**src/rtl/alu_ctrl_pkg.sv**
```systemverilog
// Shared types for the ALU operation sequencer: state and display-source encodings,
// the error display pattern and a load-state helper.
package alu_ctrl_pkg;

    typedef enum logic [2:0] {
        ST_LOAD_A  = 3'd0,
        ST_LOAD_B  = 3'd1,
        ST_LOAD_OP = 3'd2,
        ST_EXEC    = 3'd3,
        ST_WAIT    = 3'd4,
        ST_SHOW    = 3'd5,
        ST_ERROR   = 3'd6
    } state_e;

    typedef enum logic [1:0] {
        SEL_ENTRY  = 2'd0,
        SEL_RESULT = 2'd1,
        SEL_ERROR  = 2'd2,
        SEL_BUSY   = 2'd3
    } disp_sel_e;

    // Every nibble shows 'E'; sliced down to the display width by the user.
    localparam logic [63:0] ERR_PATTERN = {16{4'hE}};

    function automatic logic is_load(input state_e s);
        return (s == ST_LOAD_A) || (s == ST_LOAD_B) || (s == ST_LOAD_OP);
    endfunction

endpackage

```
**src/rtl/alu_op_sequencer_entry_shift.sv**
```systemverilog
// Bit-serial entry register: shifts one bit in from the LSB side, the MSB falls off.
// A synchronous zero request takes priority over a shift in the same cycle.
module entry_shift #(
    parameter int WIDTH = 16
) (
    input  logic             clk,
    input  logic             rstn,
    input  logic             shift_en,
    input  logic             bit_d,
    input  logic             zero,
    output logic [WIDTH-1:0] entry
);

    logic [WIDTH-1:0] entry_q;
    logic [WIDTH-1:0] entry_d;

    always_comb begin
        entry_d = entry_q;
        if (zero) begin
            entry_d = '0;
        end else if (shift_en) begin
            entry_d = {entry_q[WIDTH-2:0], bit_d};
        end
    end

    always_ff @(posedge clk or negedge rstn) begin
        if (!rstn) begin
            entry_q <= '0;
        end else begin
            entry_q <= entry_d;
        end
    end

    assign entry = entry_q;

endmodule

```
**src/rtl/alu_op_sequencer.sv**
```systemverilog
// Sequences one ALU operation from button pulses: load A, B, opcode, launch, wait, show.
// Optional WAIT-state watchdog enabled by defining ALU_TIMEOUT_EN.
module alu_op_sequencer
    import alu_ctrl_pkg::*;
#(
    parameter int WIDTH   = 16,
    parameter int OPW     = 4,
    parameter int NUM_OPS = 8,
    parameter int TIMEOUT = 255
) (
    input  logic             clk,
    input  logic             rstn,
    input  logic             bit_en,
    input  logic             bit_d,
    input  logic             enter,
    input  logic             clear,
    input  logic             alu_done,
    input  logic [WIDTH-1:0] alu_result,
    input  logic             alu_ovf,
    output logic [WIDTH-1:0] op_a,
    output logic [WIDTH-1:0] op_b,
    output logic [OPW-1:0]   op_code,
    output logic             alu_start,
    output logic [WIDTH-1:0] disp_val,
    output logic [1:0]       disp_sel,
    output logic             ovf,
    output logic             err,
    output logic [2:0]       state_o
);

    localparam logic [WIDTH-1:0] NUM_OPS_W = WIDTH'(NUM_OPS);

    state_e           state_q, state_d;
    logic [WIDTH-1:0] op_a_q, op_a_d;
    logic [WIDTH-1:0] op_b_q, op_b_d;
    logic [OPW-1:0]   op_code_q, op_code_d;
    logic [WIDTH-1:0] result_q, result_d;
    logic             ovf_q, ovf_d;
    logic [WIDTH-1:0] entry;
    logic             in_load;
    logic             tmo_hit;
    disp_sel_e        disp_sel_c;

    assign in_load = is_load(state_q);

    // Enter wins over a coincident bit pulse, so the committed entry restarts at zero.
    entry_shift #(.WIDTH(WIDTH)) u_entry (
        .clk      (clk),
        .rstn     (rstn),
        .shift_en (bit_en && in_load && !enter && !clear),
        .bit_d    (bit_d),
        .zero     (clear || (enter && in_load)),
        .entry    (entry)
    );

`ifdef ALU_TIMEOUT_EN
    localparam int CW = ($clog2(TIMEOUT + 1) < 8) ? 8 : $clog2(TIMEOUT + 1);
    logic [CW-1:0] tmo_cnt_q, tmo_cnt_d;

    // Held at zero outside WAIT, so it starts from zero on every WAIT entry.
    always_comb begin
        tmo_cnt_d = '0;
        if (state_q == ST_WAIT) begin
            tmo_cnt_d = tmo_cnt_q + 1'b1;
        end
    end

    always_ff @(posedge clk or negedge rstn) begin
        if (!rstn) begin
            tmo_cnt_q <= '0;
        end else begin
            tmo_cnt_q <= tmo_cnt_d;
        end
    end

    assign tmo_hit = (state_q == ST_WAIT) && (tmo_cnt_q == CW'(TIMEOUT - 1));
`else
    logic unused_timeout;
    assign unused_timeout = ^TIMEOUT;
    assign tmo_hit        = 1'b0;
`endif

    always_comb begin
        state_d   = state_q;
        op_a_d    = op_a_q;
        op_b_d    = op_b_q;
        op_code_d = op_code_q;
        result_d  = result_q;
        ovf_d     = ovf_q;
        if (clear) begin
            state_d   = ST_LOAD_A;
            op_a_d    = '0;
            op_b_d    = '0;
            op_code_d = '0;
            result_d  = '0;
            ovf_d     = 1'b0;
        end else begin
            case (state_q)
                ST_LOAD_A: if (enter) begin
                    op_a_d  = entry;
                    state_d = ST_LOAD_B;
                end
                ST_LOAD_B: if (enter) begin
                    op_b_d  = entry;
                    state_d = ST_LOAD_OP;
                end
                ST_LOAD_OP: if (enter) begin
                    op_code_d = entry[OPW-1:0];
                    state_d   = (entry >= NUM_OPS_W) ? ST_ERROR : ST_EXEC;
                end
                ST_EXEC: state_d = ST_WAIT;
                ST_WAIT: begin
                    if (alu_done) begin
                        result_d = alu_result;
                        ovf_d    = alu_ovf;
                        state_d  = ST_SHOW;
                    end else if (tmo_hit) begin
                        state_d = ST_ERROR;
                    end
                end
                ST_SHOW, ST_ERROR: if (enter) begin
                    state_d = ST_LOAD_A;
                end
                default: state_d = ST_LOAD_A;
            endcase
        end
    end

    always_ff @(posedge clk or negedge rstn) begin
        if (!rstn) begin
            state_q   <= ST_LOAD_A;
            op_a_q    <= '0;
            op_b_q    <= '0;
            op_code_q <= '0;
            result_q  <= '0;
            ovf_q     <= 1'b0;
        end else begin
            state_q   <= state_d;
            op_a_q    <= op_a_d;
            op_b_q    <= op_b_d;
            op_code_q <= op_code_d;
            result_q  <= result_d;
            ovf_q     <= ovf_d;
        end
    end

    always_comb begin
        disp_val   = '0;
        disp_sel_c = SEL_ENTRY;
        case (state_q)
            ST_LOAD_A, ST_LOAD_B, ST_LOAD_OP: begin
                disp_val   = entry;
                disp_sel_c = SEL_ENTRY;
            end
            ST_EXEC, ST_WAIT: begin
                disp_val   = '0;
                disp_sel_c = SEL_BUSY;
            end
            ST_SHOW: begin
                disp_val   = result_q;
                disp_sel_c = SEL_RESULT;
            end
            ST_ERROR: begin
                disp_val   = ERR_PATTERN[WIDTH-1:0];
                disp_sel_c = SEL_ERROR;
            end
            default: begin
                disp_val   = '0;
                disp_sel_c = SEL_ENTRY;
            end
        endcase
    end

    assign disp_sel  = disp_sel_c;
    assign alu_start = (state_q == ST_EXEC);
    assign err       = (state_q == ST_ERROR);
    assign op_a      = op_a_q;
    assign op_b      = op_b_q;
    assign op_code   = op_code_q;
    assign ovf       = ovf_q;
    assign state_o   = state_q;

endmodule

```
**config.mk**
```make
export PLATFORM = sky130hd
export DESIGN_NAME = alu_op_sequencer
export DESIGN_NICKNAME = d
export VERILOG_FILES = /design/src/rtl/alu_ctrl_pkg.sv /design/src/rtl/alu_op_sequencer_entry_shift.sv /design/src/rtl/alu_op_sequencer.sv
export SDC_FILE = /design/constraint.sdc
export NUM_CORES = 1
export LEC_CHECK = 0
export CAP_MARGIN = 20
export CORE_ASPECT_RATIO = 0.9
export CORE_MARGIN = 2
export CORE_UTILIZATION = 51
export CTS_BUF_LIST = sky130_fd_sc_hd__clkbuf_2
export CTS_CLUSTER_SIZE = 14
export DETAILED_ROUTE_END_ITERATION = 7
export GPL_TIMING_DRIVEN = 0
export PLACE_DENSITY = 0.91
export REMOVE_ABC_BUFFERS = 1
export SYNTH_ARGS = -nofsm -noshare
export SYNTH_HDL_FRONTEND = slang
export SYNTH_SLANG_ARGS = --single-unit
```
**constraint.sdc**
```tcl
create_clock -name clk -period 1.8 [get_ports clk]
set_clock_uncertainty 0.1 [all_clocks]
set_input_delay 0.36 -clock clk [delete_from_list [all_inputs] [get_ports clk]]
set_output_delay 0.36 -clock clk [all_outputs]
set_load 0.005 [all_outputs]
```
==> flow_metrics.tcl, run 1 <==
set metrics [dict create \
    p_clk_share_pct 22.1 \
    overflow 0 \
    cap_violations 0 \
    cts-root-buf "clkbuf_2" \
    antenna_found_initial 0 \
    holdCritPathClass "primary input to flip-flop" \
    wl_per_cell_um 29.4 \
    worst_pin_slew_ns 1.43 \
    p_leak_nw 2.65 \
    fmax_mhz 413 \
    synthesis.area_um2 3420 \
    total_power_mw 3.62 \
    synth.area.top_cells "dfrtp_1 (53%), a21oi_1 (8.1%), nand2_1 (7.8%)" \
    outcome "complete, but fails checks" \
    swShare_pct 36.1 \
    drt-pass1-iter-count 7 \
    die_h_um 81.6 \
    clkTransAtPathRegs_ns 0.24 \
    synth_top_area_share_pct 52.7 \
    synth-simple-area-share_pct 20.5 \
    vias_per_cell 7.11 \
    clock_sinks 72 \
    dpl-instance-area_um2 4150 \
    critPathLaunchType "flip-flop" \
    ys_seq_area_share_pct 52.7 \
    synth_compound_area_share_pct 18.9 \
    syn_inst 366 \
    fill_cells 237 \
    cts_buffers 9 \
    power_density_nw_per_um2 608 \
    cts_tree "built" \
    p_int_mw 2.31 \
    critPathKind "flip-flop to output pin" \
    muxShareOfSynthArea_pct 1.17 \
    hold_viol_final 0 \
    yosysTopAreaCell "dfrtp_1" \
    drive_gt1_share_pct 53.3 \
    worst_slack_ns -0.623 \
    rsz0062_at_grt "yes" \
    avgSynthCellArea_um2 9.33 \
    ys_warn_count 0 \
    dp.cells 505 \
    ys_seq_elements 72 \
    setup_tns_ns -31.51 \
    comb_power_share_pct 32.1 \
    gp_congestion 0.801 \
    rr_worst_depth 7 \
    dp_hpwl_mm 5.50 \
    drc 0 \
    grt_use_met1_pct 49.8 \
    antenna_cells 0 \
    fin_nets 550 \
    ys_types 40 \
    ant_nets 0 \
    die_w_um 90.3 \
    ir_drop_mv 0.691 \
    finalNonFillerCells 619 \
    portBuffers 83 \
    cts_max_level 3 \
    core_area_um2 6520 \
    drt_wl_total_mm 18.2 \
    syn_to_final_growth_pct 74.3 \
    worst_ep_arrival_time_ns 1.96 \
    violations "setup timing" \
    final_area_um2 5950 \
    design.die.area_um2 7370 \
    synth_top_family_by_area "simple AND/OR/NAND/NOR gates" \
    setup_viol 97 \
    grt.busiest_layer "met2" \
    vias 4403 \
    placementRows 28 \
    ios 84 \
    cts_max_path_buffers 2 \
    initial_core_util_pct 52.4 \
    grt_max_degree 73 \
    slew_headroom_pct 4.58 \
    grt_pass1_vias 4017 \
    p_seq_share_pct 45.8 \
    synthAdderAreaFrac_pct 0.293 \
    met2_usage_pct 66.3 \
    clk_latency_ns 0.59 \
    fin_crit_ns 2.42 \
    synth-main-ff-cell "dfrtp_1" \
    finalMaxSlewViolations 0 \
    period_share_pct 135 \
    grt_util_all_layers_pct 42.2 \
    drt_iter0_drc 838 \
    synth_edf_count 0 \
    synth-async-reset-ratio_pct 100 \
    holdPathStages 2 \
    grt_pass1_wl_mm 23.0 \
    crit_path_max_fanout 5 \
    endpoint_kind "output pin" \
    p_sw_mw 1.31 \
    critPathRequiredTime_ns 1.34 \
    grt_use_met3_pct 13.5 \
    synth_xor_xnor_area_share_pct 0 \
]
synthesized netlist by cell type (all sizes together), types with 2 or more instances:
cell / n
a31oi: 5
or4b: 2
nor3: 10
clkbuf: 11
nand2b: 2
o21ai: 18
buf: 23
o31ai: 6
nand2: 71
dfrtp: 72
a21o: 2
nor2b: 3
inv: 6
nor4b: 3
nor4: 4
a22o: 17
mux2i: 4
nor2: 23
a21oi: 55
nand3: 17
final cells by class:
class | instances | area, um^2 | share of cell area, %
Clock inverter | 5 | 26.3 | 0.441
Timing Repair Buffer | 172 | 1680 | 28.2
Multi-Input combinational cell | 265 | 2250 | 37.8
Clock buffer | 9 | 45.0 | 0.756
Tap cell | 90 | 113 | 1.89
Sequential cell | 72 | 1810 | 30.4
Inverter | 6 | 25.0 | 0.420
placed cells by master, fill, tap and decap left out, drive strengths merged, types with 2 or more instances in the layout:
cell type	Yosys	layout
and2	1	3
buf	23	112
nor2	23	23
clkdlybuf4s50	0	20
nor4b	3	3
clkbuf	11	9
a21oi	55	55
nor4	4	4
and4bb	1	3
nand4bb	1	2
nand3	17	17
nand2b	2	3
mux2i	4	4
o31ai	6	6
nor2b	3	3
nand2	71	72
a21o	2	2
dlygate4sd2	0	38
inv	6	6
clkinv	0	4
a22o	17	17
a31oi	5	7
o21ai	18	18
nor3	10	10
or4b	2	4
dfrtp	72	72
repair_timing:
action | in CTS | in global routing
resized for setup | 274 | 106
setup buffers | 71 | 15
gates cloned | 13 | 1
hold buffers | 1 | 0
endpoints found under the setup margin | 132 | 95
endpoints found under the hold margin | 72 | 0
pin swaps | 80 | 64
through the flow:
| step | hold slack, ns | worst slack, ns | util (%) |
|---|---|---|---|
| floorplan | -0.0356 | -0.503 | - |
| global placement | 0.388 | -1.95 | 63.9 |
| detailed placement | 0.392 | -1.24 | 63.7 |
| CTS | 0.307 | -0.422 | 83.2 |
| global route | 0.251 | -0.645 | 91.4 |
| finish | 0.264 | -0.623 | 91.4 |
worst max-delay path: stages, from the launching register on:
cell and delay (ns):
dfrtp_4 0.57, buf_6 0.15, buf_6 0.14, buf_6 0.14, a21oi_2 0.19, nor3_2 0.06, buf_2 0.12
power by group through the flow:
stage | combinational, mW | clock (mW) | sequential [mW]
6_report | 1.16 | 0.800 | 1.66
5_1_grt | 1.18 | 0.832 | 1.66
4_1_cts | 0.889 | 0.701 | 1.65
3_5_place_dp | 0.349 | 0 | 1.72
3_3_place_gp | 0.340 | 0 | 1.72
2_1_floorplan | 0.152 | 0 | 1.70
per-layer routing:
metal | vias to the layer above | part of all wire [%]
li1 | 1626 | -
met1 | 2046 | 33
met2 | 543 | 43
met3 | 188 | 15
met4 | 0 | 9.3
met5 | - | 0
sequential cells by signal (all words and copies together), names as in the netlist:
| name | cells |
|---|---|
| ovf | 1 |
| state_o | 3 |
| op_code | 4 |
| u_entry.entry | 16 |
| result_q | 16 |
| op_a | 16 |
| op_b | 16 |
kinds of logic (layout without fill, tap and decap cells):
family | after synthesis | count (layout)
AND/OR/NAND/NOR | 142 | 151
AO/OA/AOI/OAI | 107 | 109
flip-flops | 72 | 72
buffers and inverters | 40 | 192
multiplexers | 4 | 4
adder cells (fa/ha/maj) | 1 | 1
path summary, 6_finish.rpt:
path / startpoint / slack (ns) / endpoint
min in group asynchronous: rstn / 0.31 / op_a[3]
worst max register to register: state_o[2] / -0.50 / u_entry.entry[5]
worst min register to register: op_a[7] / 0.44 / op_a[7]
max in group asynchronous: rstn / 0.57 / state_o[2]
worst max-delay path: state_o[0] / -0.62 / disp_val[6]
worst min-delay path: alu_result[5] / 0.26 / result_q[5]
(Power assumes the default switching activity.)
==> run 2: changes to the inputs <==
--- a/config.mk
+++ b/config.mk
@@ -5,7 +5,7 @@
 export SDC_FILE = /design/constraint.sdc
 export NUM_CORES = 1
 export LEC_CHECK = 0
-export CAP_MARGIN = 20
+export CAP_MARGIN = 25
 export CORE_ASPECT_RATIO = 0.9
 export CORE_MARGIN = 2
 export CORE_UTILIZATION = 51
==> constraint.sdc (replaced) <==
create_clock -name clk -period 2.55 [get_ports clk]
set_clock_uncertainty 0.1 [all_clocks]
set_input_delay 0.51 -clock clk [delete_from_list [all_inputs] [get_ports clk]]
set_output_delay 0.51 -clock clk [all_outputs]
set_load 0.005 [all_outputs]
==> run 2 against run 1 <==
The flow finishes with violations (hold timing, setup timing). Worst hold slack worse by 0.28 ns. Flip-flop and latch count did not move. Combinational power fell by 62%. Non-clock buffer count is 58 lower. Routed wire length fell by 41%. Power is 29% lower. Die area did not move. Cell count is 10% lower. Sequential power decreased by 30%. Largest power group unchanged. Critical path depth stayed put. Sequential share of layout area increased by 7.3 points.
==> flow_metrics.tcl, run 2 (synthesized netlist as in run 1, its figures left out) <==
set metrics [dict create \
    vias_per_cell 6.21 \
    portBuffers 83 \
    rsz0062_at_grt "yes" \
    critPathLaunchType "flip-flop" \
    cts-root-buf "clkbuf_2" \
    period_share_pct 100 \
    die_w_um 90.3 \
    drt_iter0_drc 509 \
    ant_nets 0 \
    worst_slack_ns -0.00727 \
    dp_hpwl_mm 5.62 \
    clk_latency_ns 0.52 \
    grt_pass1_wl_mm 15.5 \
    crit_path_max_fanout 5 \
    p_leak_nw 2.07 \
    wl_per_cell_um 19.4 \
    antenna_found_initial 0 \
    cpMostUsedCell "buf_4" \
    critPathRequiredTime_ns 1.94 \
    drive_gt1_share_pct 19.6 \
    timing.critical_path.buf_inv 3 \
    drc 0 \
    outcome "complete, but fails checks" \
    slew_headroom_pct 30.7 \
    cts_max_level 3 \
    drt-pass1-iter-count 8 \
    cts_buffers 9 \
    hold_viol_final 12 \
    clock_sinks 72 \
    worst_pin_slew_ns 1.03 \
    antenna_cells 0 \
    drt_wl_total_mm 10.8 \
    overflow 0 \
    fin_crit_ns 2.56 \
    most-common-layout-cells "nand2_1 (70), dfrtp_1 (69), clkdlybuf4s50_1 (62)" \
    grt_util_all_layers_pct 27.1 \
    design.die.area_um2 7370 \
    placementRows 28 \
    gp_congestion 0.801 \
    hold_ws_ns -0.0138 \
    worst_ep_arrival_time_ns 1.95 \
    ios 84 \
    grt_pass1_vias 3122 \
    die_h_um 81.6 \
    core_area_um2 6520 \
    power_density_nw_per_um2 533 \
    setup_viol 1 \
    cap_violations 0 \
    holdCritPathClass "primary input to async pin" \
    critPathKind "flip-flop to output pin" \
    finalMaxSlewViolations 0 \
    cts_tree "built" \
    cpMaxStageDelayCell "dfrtp_4" \
    final_common_cell "nand2_1" \
    grt_max_degree 73 \
    syn_to_final_growth_pct 40.4 \
    violations "hold timing, setup timing" \
    clkTransAtPathRegs_ns 0.20 \
    cp_top_family "buffers and inverters" \
    worstPathCellList "buf_4, nand2b_4, buf_4, a21oi_2, nor2_1, dlygate4sd2_1" \
    endpoint_kind "output pin" \
    max_stage_delay_ns 0.56 \
    fmax_mhz 391 \
    fin_nets 484 \
    initial_core_util_pct 52.4 \
    vias 3447 \
    fin_util_pct 73.6 \
    cts_max_path_buffers 2 \
    ir_drop_mv 0.313 \
]
[run 2: routing by layer]
layer	part of all wire (%)	wire (um)	vias up	global-route usage [%]
li1	-	-	1470	-
met3	10	1090	61	6.33
met5	0	0	-	0
met4	3.9	416	0	15.1
met2	48	5180	263	45.3
met1	38	4100	1653	33.4
[run 2: timing repair]
action / 4_1_cts / 5_1_grt
endpoints found under the hold margin: 0 / 0
gates resized for setup: 47 / 36
buffers inserted: 20 / 8
setup endpoints to repair: 38 / 16
cloned: 2 / 2
pin swaps: 3 / 4
hold buffers: 0 / 0
[run 2: area by class of cell]
type	instances	area, um^2
timing repair buffer	114	1120
fill	435	1720
inverter	6	22.5
clock inverter	5	129
tap	90	113
clock buffer	11	55.1
multi-input combinational	257	1550
sequential	72	1810
[run 2: worst reg2reg max path, stage by stage, from the launching register on]
cell and delay, ns:
dfrtp_4 0.56, buf_4 0.16, buf_8 0.15, nor4bb_1 0.88, mux2i_1 0.32, nor2_1 0.08
[run 2: worst paths after layout]
| check | from | to | slack (ns) | cells after the start |
|---|---|---|---|---|
| max reg2reg | state_o[0] | op_code[1] | 0.16 | 5 |
| min in group clk | op_a[2] | op_a[2] | 0.43 | 2 |
| max in group asynchronous | rstn | state_o[0] | 1.71 | 1 |
| max | state_o[1] | disp_val[2] | -0.007 | 6 |
| min reg2reg | op_a[2] | op_a[2] | 0.43 | 2 |
| min | rstn | op_code[0] | -0.01 | 1 |
[run 2: power by group]
part | internal [mW] | leakage [nW] | switching, mW
registers | 1.15 | 0.999 | 0.0134
logic | 0.186 | 0.965 | 0.252
clock network | 0.531 | 0.106 | 0.421
[run 2: metrics by stage]
step / area (um^2) / setup TNS [ns] / power [mW] / cells / worst slack [ns]
after detailed placement: 4180 / -16.11 / 1.46 / 506 / -0.635
after global placement: 4160 / -131.07 / 1.45 / 505 / -1.35
final: 4800 / -0.00727 / 2.56 / 555 / -0.00727
after global routing: 4800 / -0.114 / 2.63 / 555 / -0.0544
after floorplan: 3220 / 0 / 1.31 / 332 / 0.247
after CTS: 4620 / -0.279 / 2.48 / 544 / -0.0672
==> edit: new RTL, settings of run 2 <==
`WIDTH` is set to 16 in 2 places; all go to 20.
--- a/src/rtl/alu_op_sequencer_entry_shift.sv
+++ b/src/rtl/alu_op_sequencer_entry_shift.sv
@@ -1,7 +1,7 @@
 // Bit-serial entry register: shifts one bit in from the LSB side, the MSB falls off.
 // A synchronous zero request takes priority over a shift in the same cycle.
 module entry_shift #(
-    parameter int WIDTH = 16
+    parameter int WIDTH = 20
 ) (
     input  logic             clk,
     input  logic             rstn,
--- a/src/rtl/alu_op_sequencer.sv
+++ b/src/rtl/alu_op_sequencer.sv
@@ -3,7 +3,7 @@
 module alu_op_sequencer
     import alu_ctrl_pkg::*;
 #(
-    parameter int WIDTH   = 16,
+    parameter int WIDTH   = 20,
     parameter int OPW     = 4,
     parameter int NUM_OPS = 8,
     parameter int TIMEOUT = 255
Interface: changed (resized alu_result, disp_val, op_a and op_b); port bits go from 84 to 100. The function was not compared with the original's and may differ.
==> edit against run 2 <==
The flow finishes with violations (setup timing). Die area increased by 18%. Cell area increased by 14%. Count of clock-buffer cells in the layout is 2 lower. Total power grew 11%. Wire length rose by 15%. Core utilization is 1.7 points lower. Area after synthesis up 19%. Sequential share of layout area increased by 2.6 points. Sequential cell count grew 16. Setup slack got worse by 0.14 ns. Largest cell class unchanged.
==> edit: results <==
metrics = {
    "cells_and_area": {
        "seq_area_sq_um": 2213,
        "post-route-util": 0.7192,
        "clock_area_frac": 0.02511,
        "multi_input_comb_cells": 317,
        "final_nets": 581,
        "layout.cells.non_filler": 653,
        "fillers": 580,
        "multiInputGateArea_sq_um": 1752,
        "buffers": 131,
        "final_layout_size_suffix_gt1_frac": 0.1706,
    },
    "drt": {
        "first_pass_iters": 6,
        "dr.first_iter.drc_count": 533,
        "wl_per_cell_um": 19.03,
        "m1WireLength_mm": 4.884,
        "dr_wl_met2_mm": 5.907,
        "vias_per_cell": 6.185,
    },
    "clock_tree": {
        "cts_resized": 105,
        "clock_sinks": 88,
        "cts.clk_slew.worst_paths_ns": 0.24,
        "worstSkewPairLatency_ns": 0.56,
        "cts_setup_buffers": 22,
        "cts_hold_buf": 1,
    },
    "outcome": {
        "outcome": "finished with violations",
        "violations": "setup timing",
    },
    "yosys": {
        "synth_compound_area_frac": 0.1989,
        "synth_mux_area_frac": 0.01267,
        "synth_cell_type_count": 34,
        "synth_common_cells": "129 x nand2_1, 88 x dfrtp_1, 70 x a21oi_1",
        "ys_top_cells_by_area": "dfrtp_1 54%, nand2_1 12%, a21oi_1 8.6%",
        "syn_avg_cell_area_sq_um": 9.000,
        "synthAdderAreaFrac": 0,
        "seq_area_frac_synth": 0.5437,
    },
    "grt": {
        "grt_use_met2": 0.4651,
        "grt_max_degree": 75,
        "grtUsageMet1": 0.3702,
        "use_met3": 0.09558,
        "groute.usage.overall": 0.2873,
        "grt_first_pass_wirelength_mm": 19.66,
    },
    "sta": {
        "fin_ws_ns": -0.1495,
        "report.final.setup_viol": 13,
        "setup_tns_ns": -1.102,
        "relSlewSlack": 0.3402,
    },
    "pwr": {
        "p_sw_frac": 0.3066,
        "p_seq_frac": 0.507,
        "ir_worst_vdd_uv": 306.1,
        "powerClk_uw": 830,
        "p_leak_nw": 2.373,
    },
    "placement": {
        "dp_slack_ns": -0.9108,
        "hpwl_mm": 7.149,
        "placement.cell_area_sq_um": 5040,
        "routabilityCongestion": 0.8675,
        "port-buffer-count": 99,
    },
    "floorplan": {
        "taps": 96,
    },
    "worst_setup_path": {
        "cpPeakStageDelay_ns": 0.60,
    },
}
edit: changes by cell type in the layout (fill, tap and decap cells not counted), sizes merged, moves of 6 or more:
cell	before	now
nor3	10	2
clkdlybuf4s50	62	73
nand3	17	2
a21oi	55	70
buf	32	49
a221oi	0	15
o31ai	6	0
dfrtp	72	88
nand2	72	129
clkbuf	19	12
edit: path summary, 6_finish.rpt:
path | start | endpoint | slack (ns) | depth (start not counted)
min | rstn | op_a[16] | 0.20 | 2
min reg2reg | op_a[14] | op_a[14] | 0.44 | 2
max | state_o[2] | disp_val[7] | -0.15 | 6
max in group asynchronous | rstn | state_o[1] | 1.50 | 3
max reg2reg | state_o[1] | op_a[18] | 0.12 | 5
min in group clk | clear | op_b[3] | 0.35 | 2
edit: critical path, delay by kind of cell, from the launching register on:
kind                   cells  cell delay, ns
flip-flops                 1            0.60
buffers and inverters      4            0.56
AO/OA/AOI/OAI              2            0.37
